<file path="src/rtl/tlb_ctrl.sv">
// tlb_ctrl: TLB access sequencer. It arbitrates fetch/memory lookups and CP0
// TLB ops (TLBP/TLBWI/TLBWR) onto a single TLB port, one access per cycle,
// and maintains the CP0 Random register.
// Optional macro TLB_CTRL_RR_EN: round-robin between fetch and memory
// lookups. When it is undefined, memory has fixed priority over fetch.
module tlb_ctrl #(
  parameter int NENTRY = 32
) (
  input  logic        clk,
  input  logic        resetn,
  input  logic        if_req,
  input  logic [18:0] if_vpn,
  output logic        if_done,
  output logic        if_hit,
  input  logic        mem_req,
  input  logic [18:0] mem_vpn,
  output logic        mem_done,
  output logic        mem_hit,
  input  logic        op_valid,
  input  logic [1:0]  op_code,
  input  logic [18:0] op_vpn,
  input  logic [4:0]  cp0_index,
  input  logic [4:0]  cp0_wired,
  output logic        op_done,
  output logic        op_err,
  output logic [4:0]  probe_index,
  output logic        probe_fail,
  output logic [4:0]  random,
  output logic        tlb_ren,
  output logic [18:0] tlb_vaddr,
  output logic        tlb_wen,
  output logic [4:0]  tlb_windex,
  input  logic        tlb_hit,
  input  logic [4:0]  tlb_hit_index
);

  localparam logic [2:0] S_IDLE  = 3'd0;
  localparam logic [2:0] S_LKUP  = 3'd1;
  localparam logic [2:0] S_PROBE = 3'd2;
  localparam logic [2:0] S_WRITE = 3'd3;
  localparam logic [2:0] S_DONE  = 3'd4;

  localparam logic [1:0] W_IF  = 2'd0;
  localparam logic [1:0] W_MEM = 2'd1;
  localparam logic [1:0] W_OP  = 2'd2;

  localparam logic [4:0] RMAX = 5'(NENTRY - 1);

  logic [2:0]  state_q, state_d;
  logic [1:0]  who_q, who_d;
  logic [1:0]  opc_q, opc_d;
  logic [18:0] vpn_q, vpn_d;
  logic [4:0]  windex_q, windex_d;
  logic        hit_q, hit_d;
  logic [4:0]  pidx_q, pidx_d;
  logic        pfail_q, pfail_d;
  logic [4:0]  rand_q, rand_d;
  logic        gnt_mem, gnt_if;

`ifdef TLB_CTRL_RR_EN
  // rr_q=1: memory stage is favoured on the next simultaneous request
  logic rr_q, rr_d;

  // Lookup grant: the requester not granted last wins a tie
  always_comb begin
    gnt_mem = mem_req && (!if_req || rr_q);
    gnt_if  = if_req && !gnt_mem;
    rr_d    = rr_q;
    if (state_q == S_IDLE && !op_valid && (gnt_mem || gnt_if))
      rr_d = gnt_if;
  end

  // Round-robin pointer register, reset to favour memory
  always_ff @(posedge clk or negedge resetn) begin
    if (!resetn) rr_q <= 1'b1;
    else         rr_q <= rr_d;
  end
`else
  // Lookup grant: fixed priority, memory over fetch
  always_comb begin
    gnt_mem = mem_req;
    gnt_if  = if_req && !mem_req;
  end
`endif

  // FSM next state; ops win over lookups in IDLE
  always_comb begin
    state_d  = state_q;
    who_d    = who_q;
    opc_d    = opc_q;
    vpn_d    = vpn_q;
    windex_d = windex_q;
    hit_d    = hit_q;
    pidx_d   = pidx_q;
    pfail_d  = pfail_q;
    case (state_q)
      S_IDLE: begin
        if (op_valid) begin
          who_d = W_OP;
          opc_d = op_code;
          vpn_d = op_vpn;
          case (op_code)
            2'b00:   state_d = S_PROBE;
            2'b01:   begin state_d = S_WRITE; windex_d = cp0_index; end
            2'b10:   begin state_d = S_WRITE; windex_d = rand_q;    end
            default: state_d = S_DONE;   // reserved: flag error, no access
          endcase
        end else if (gnt_mem) begin
          who_d   = W_MEM;
          vpn_d   = mem_vpn;
          state_d = S_LKUP;
        end else if (gnt_if) begin
          who_d   = W_IF;
          vpn_d   = if_vpn;
          state_d = S_LKUP;
        end
      end
      S_LKUP: begin
        hit_d   = tlb_hit;
        state_d = S_DONE;
      end
      S_PROBE: begin
        if (tlb_hit) begin
          pidx_d  = tlb_hit_index;
          pfail_d = 1'b0;
        end else begin
          pfail_d = 1'b1;          // Index.P set, index left as it was
        end
        state_d = S_DONE;
      end
      S_WRITE: state_d = S_DONE;
      default: state_d = S_IDLE;   // S_DONE and any illegal encoding
    endcase
  end

  // Random: free-running down-counter over [wired, NENTRY-1], reloaded
  // after a completed indexed/random write
  always_comb begin
    if (state_q == S_DONE && who_q == W_OP && (opc_q[1] ^ opc_q[0]))
      rand_d = RMAX;
    else if (cp0_wired >= RMAX)
      rand_d = RMAX;
    else if (rand_q <= cp0_wired)
      rand_d = RMAX;
    else
      rand_d = rand_q - 5'd1;
  end

  // State registers
  always_ff @(posedge clk or negedge resetn) begin
    if (!resetn) begin
      state_q  <= S_IDLE;
      who_q    <= W_IF;
      opc_q    <= 2'b00;
      vpn_q    <= '0;
      windex_q <= '0;
      hit_q    <= 1'b0;
      pidx_q   <= '0;
      pfail_q  <= 1'b0;
      rand_q   <= RMAX;
    end else begin
      state_q  <= state_d;
      who_q    <= who_d;
      opc_q    <= opc_d;
      vpn_q    <= vpn_d;
      windex_q <= windex_d;
      hit_q    <= hit_d;
      pidx_q   <= pidx_d;
      pfail_q  <= pfail_d;
      rand_q   <= rand_d;
    end
  end

  assign if_done     = (state_q == S_DONE) && (who_q == W_IF);
  assign mem_done    = (state_q == S_DONE) && (who_q == W_MEM);
  assign op_done     = (state_q == S_DONE) && (who_q == W_OP);
  assign if_hit      = if_done && hit_q;
  assign mem_hit     = mem_done && hit_q;
  assign op_err      = op_done && (opc_q == 2'b11);
  assign probe_index = pidx_q;
  assign probe_fail  = pfail_q;
  assign random      = rand_q;
  assign tlb_ren     = (state_q == S_LKUP) || (state_q == S_PROBE);
  assign tlb_wen     = (state_q == S_WRITE);
  assign tlb_vaddr   = vpn_q;
  assign tlb_windex  = windex_q;

endmodule
</file>
<file path="config.mk">
export PLATFORM = sky130hd
export DESIGN_NAME = tlb_ctrl
export DESIGN_NICKNAME = d
export VERILOG_FILES = /design/src/rtl/tlb_ctrl.sv
export SDC_FILE = /design/constraint.sdc
export NUM_CORES = 1
export LEC_CHECK = 0
export BUFFER_PORTS_ARGS = -buffer_cell sky130_fd_sc_hd__buf_2
export CAP_MARGIN = 25
export CORE_MARGIN = 8
export CORE_UTILIZATION = 46
export DETAILED_ROUTE_END_ITERATION = 10
export GPL_TIMING_DRIVEN = 0
export PLACE_DENSITY = 0.85
export SLEW_MARGIN = 10
export SYNTH_ARGS = -nofsm -noshare
export SYNTH_HDL_FRONTEND = slang
export SYNTH_SLANG_ARGS = --single-unit
</file>
<file path="constraint.sdc">
create_clock -name clk -period 1.8 [get_ports clk]
set_input_delay 0.36 -clock clk [delete_from_list [all_inputs] [get_ports clk]]
set_output_delay 0.36 -clock clk [all_outputs]
set_load 0.01 [all_outputs]
</file>
# --- After elaboration in Yosys (flattened, before gate mapping) ---
# Cells that the tools add are included.
classes:
  add_sub_neg: 1
  magnitude_cmp: 2
  eq_ne: 10
  mux: 16
  bitwise_logic: 1
  reduce_logical: 21
op_table:
  columns: ["op", "count"]
  rows:
  - ["19-bit 2-to-1 mux", 3]
  - ["5-bit 2-to-1 mux", 3]
  - ["3-bit case mux with 2 select lines", 2]
  - ["5-bit case mux with 2 select lines", 1]
  - ["3-bit 2-to-1 mux", 3]
  - ["1-bit logical AND", 8]
  - ["2-bit == test (second input constant)", 3]
  - ["3-bit by 2-bit == test with 1-bit output (second input constant)", 2]
  - ["2-bit 2-to-1 mux", 3]
  - ["2-bit AND reduction", 3]
  - ["5-bit >= comparator (second input constant)", 1]
  - ["5-bit <= comparator", 1]
  - ["5-bit by 1-bit subtractor with 5-bit output (second input constant)", 1]
  - ["2-bit by 1-bit == test with 1-bit output (second input constant)", 2]
  - ["2-bit logical NOT", 2]
  - ["4-bit inequality test (second input constant)", 1]
  - ["3-bit by 1-bit == test with 1-bit output (second input constant)", 1]
  - ["3-bit == test (second input constant)", 1]
  - ["3-bit logical NOT", 1]
  - ["3-bit AND reduction", 1]
  - ["3-bit nonzero test", 1]
  - ["3-bit OR reduction", 1]
  - ["2-bit nonzero test", 1]
  - ["2-bit OR reduction", 1]
  - ["other kinds (4)", 4]
word_totals:
  register_bits: 43
  inputBits: 80
  out_inout_bits: 43
  elab_cells: 60

# --- Longest topological paths before layout ---
depth:
  ltp_word: 6
  depth_mapped: 5

# --- Least setup slack after synthesis ---
# Ideal clock, no wire load.
synth_timing:
  kind: "flip-flop to flip-flop"
  from: "reg state_q[1]"
  to: "reg windex_q[0], in the netlist tlb_windex[0]"
  t_arrival_ps: 1573
  required_ps: 1675
  path_slack_ps: 102
  stages_incl_launch_ff: 6
  n_path_buf: 2
  period_less_slack_ps: 1698
  path_cell_list: "dfrtp_1 -> buf_6 -> or4b_4 -> buf_6 -> nor2_8 -> mux2_4"
synth_via:
  elab_chain_cells: 2
synth_lines:
  columns: ["item", "line_no", "source"]
  rows:
  - ["start, declared", "49", "logic [2:0] state_q, state_d;"]
  - ["start signal, assigned", "162", "state_q <= state_d;"]
  - ["3-bit logical NOT", "96", "case (state_q)"]
  - ["3-bit AND reduction (no line)", null, null]
  - ["end signal, assigned", "166", "windex_q <= windex_d;"]
  - ["end, declared", "53", "logic [4:0] windex_q, windex_d;"]
# No other way between the ends.
# A chain may end at the register's enable or synchronous reset.

# --- Final worst setup path ---
layout_timing:
  from: "reg state_q[1]"
  to: "out op_err"
layout_via:
  elab_chain_cells: 3
layout_lines:
  columns: ["item", "line_no", "source"]
  rows:
  - ["3-bit == test", "176", "assign op_done = (state_q == S_DONE) && (who_q == W_OP);"]
  - ["1-bit logical AND", "176", null]
  - ["1-bit logical AND", "179", "assign op_err = op_done && (opc_q == 2'b11);"]
  - ["end, declared", "25", "output logic op_err,"]
# No other way between the ends.

==> results_dict.tcl <==
set metrics [dict create \
    p_clk_share_pct 16.4 \
    io-pin-count 123 \
    status "finished, violations left" \
    fillers 423 \
    ir_worst_vdd_mv 0.667 \
    p_sw_share_pct 34.8 \
    tightest_slew_ps 460 \
    whs_ps 265 \
    endpoint_kind "output pin" \
    dominantRegCellSynth "dfrtp_1" \
    r2r-start "state_q[0]" \
    dp.final_hpwl_um 5270 \
    clk_pin_slew_ps 80 \
    dp_cells 408 \
    nets 439 \
    cts-htree-levels 2 \
    pwr-share-seq_pct 36.9 \
    antenna_found_initial 0 \
    drv_slew 0 \
    cts_tree "built" \
    hp-start "tlb_hit" \
    p_per_area_nw_per_um2 1420 \
    finalHoldViolations 0 \
    setup_viol 1 \
    synth.top_cell.area_share_pct 39.4 \
    initialDrtViolationCount 64 \
    num_vias 2129 \
    die_area_sq_um 7820 \
    drive_above_1_share_pct 53.3 \
    setup.worst_path.start "state_q[1]" \
    violations "setup timing" \
    gp_congestion 0.806 \
    p_switching_mw 1.64 \
    cp_data_arrival_time_ps 1440 \
    pwr-share-comb_pct 46.7 \
    ff_latch_area_sq_um 1080 \
    syn_area_per_cell_sq_um 11.1 \
    die_h_um 88.4 \
    max_cap_viol_count 0 \
    skew_ps 8.48 \
    ys_seq_area_share_pct 44.8 \
    synth_cell_types 38 \
    max_freq_ghz 0.555 \
    portBuffers 121 \
    cp_max_fo 9 \
    first_pass_iters 4 \
    finalWirelength_um 6730 \
    synth_seq_cells 43 \
    root_buffer "clkbuf_8" \
    rsz0062_at_grt "yes" \
    synth.most_common_cell "dfrtp_1" \
    multi_input_area_sq_um 1230 \
    grt_pass1_vias 2332 \
    yosysTopAreaCell "dfrtp_1" \
    numCtsBuffers 5 \
    die_x_um 88.4 \
    clk_latency_ps 290 \
    fin_ws_ps -2.54 \
    cts_sinks 43 \
    syn_nets 306 \
    grt_max_degree 44 \
    ant_nets 0 \
    hp-class "in2reg" \
    finalCriticalPeriod_ps 1800 \
    synth_area_leaders "dfrtp_1 (39%), mux2_2 (14%), mux2i_1 (7.9%)" \
    grtUsageTotal_pct 17.6 \
    yosysWarnings 0 \
    syn2layout_area_growth_pct 37.2 \
    clockBufferDepth 2 \
    drt-wirelength-per-cell_um 15.9 \
    rows 26 \
    ys_async_sr_fraction_pct 100 \
    crit_type "reg2out" \
    syn-cell-area_sq_um 2410 \
    p_int_mw 3.07 \
    fin_cells 422 \
    viasPerCell 5.05 \
    crit_required_ps 1440 \
    slew_headroom_pct 69.3 \
    route.detailed.drc 0 \
    grt_pass1_wl_um 10800 \
    synth_edf_count 0 \
    power.leakage_nw 1.72 \
    start_util_pct 47.6 \
    netlist_top_cells_count "dfrtp_1 (38), mux2_2 (29), nand2_1 (23)" \
    start_kind "flip-flop" \
    grt-ovfl-total 0 \
    core_area_sq_um 5070 \
    synth_cells 217 \
    fin_crit_sh_pct 100 \
]
-- metrics by stage --
| stage | cell area [sq um] | utilization, % | setup TNS, ps | power, mW | setup slack, ps |
|---|---|---|---|---|---|
| after CTS | 3270 | 64.4 | -4.95 | 4.72 | -4.95 |
| after global placement | 3110 | 61.2 | 0 | 3.75 | 47.5 |
| after global routing | 3310 | 65.2 | -1110 | 5.05 | -82.5 |
| after detailed placement | 3110 | 61.2 | 0 | 3.84 | 18.4 |
| final | 3310 | 65.3 | -2.54 | 4.70 | -2.54 |
| after floorplan | 2410 | - | 0 | 3.04 | 102 |
-- repair_timing --
| action | CTS | global route |
|---|---|---|
| endpoints found under the hold margin | 0 | 4 |
| setup endpoints to repair | 5 | 27 |
| pin swaps | 2 | 5 |
| hold buffers | 0 | 1 |
| buffers inserted | 3 | 2 |
| resized for setup | 5 | 1 |
-- power by group through the flow --
stage	registers (mW)	clock network, mW	logic [mW]
CTS	1.74	0.780	2.20
global route	1.81	0.827	2.41
detailed placement	1.72	0	2.13
floorplan	1.87	0	1.17
global placement	1.70	0	2.06
finish	1.74	0.771	2.20
-- routing by layer --
layer | track usage [%] | share of wire (%) | vias up | wire length, um
met4 | 6.61 | 1.5 | 0 | 99
met2 | 32.2 | 55 | 70 | 3700
li1 | - | - | 1030 | -
met1 | 18.7 | 38 | 1020 | 2540
met3 | 5.11 | 5.8 | 9 | 390
met5 | 0 | 0 | - | 0
-- state kept, by name (all words and copies together), names as in the netlist --
| register | cells |
|---|---|
| probe_index | 5 |
| random | 5 |
| state_q | 3 |
| tlb_windex | 5 |
| probe_fail | 1 |
| tlb_vaddr | 19 |
| who_q | 2 |
| hit_q | 1 |
| opc_q | 2 |
-- critical path, cell delays in order (launching register included) --
cell     delay, ps
dfrtp_1        380
buf_6          140
nor4b_4        310
and3_1         190
buf_2          130
-- cells by family after synthesis --
group / Yosys count / share of synthesized area, %
AND/OR/NAND/NOR: 51 / 11.7
buffers and inverters: 24 / 4.87
XOR/XNOR: 4 / 1.45
adder cells (fa/ha/maj): 9 / 4.67
flip-flops: 43 / 44.8
multiplexers: 54 / 25.0
AO/OA/AOI/OAI: 32 / 7.52
-- placed cells by master (no fill, tap or decap), types with 2 or more instances in the layout --
master	instances
clkbuf_1	4
dfstp_2	5
dfrtp_1	38
mux2_4	5
nand2_1	23
nor3_1	2
ha_1	9
and3_1	3
and2_1	3
mux2_2	29
xnor2_1	4
buf_4	7
o21ai_0	22
nor2_1	3
clkbuf_8	6
buf_2	123
nand4_1	7
buf_6	3
mux2i_1	19
inv_1	11
a21oi_1	2
-- worst paths after layout --
path	endpoint	slack, ps	cells past startpoint
setup / recovery	op_err	-3	4
hold / removal	probe_fail	260	2
setup reg to reg	tlb_windex[3]	20	4
hold reg to reg	hit_q	490	2
max in group asynchronous	random[2]	900	3
min in group asynchronous	tlb_windex[0]	410	2
-- final cells by class --
| cell class | count | area share [%] |
|---|---|---|
| clock inverters | 2 | 1.06 |
| diodes | 1 | 0.0756 |
| inverters | 11 | 1.25 |
| multi-input cells | 150 | 37.2 |
| repair buffers | 128 | 20.5 |
| flip-flops and latches | 43 | 32.7 |
| plain buffers | 11 | 2.04 |
| well taps | 70 | 2.64 |
| clock buffers | 6 | 2.49 |
(Power assumes the default switching activity.)
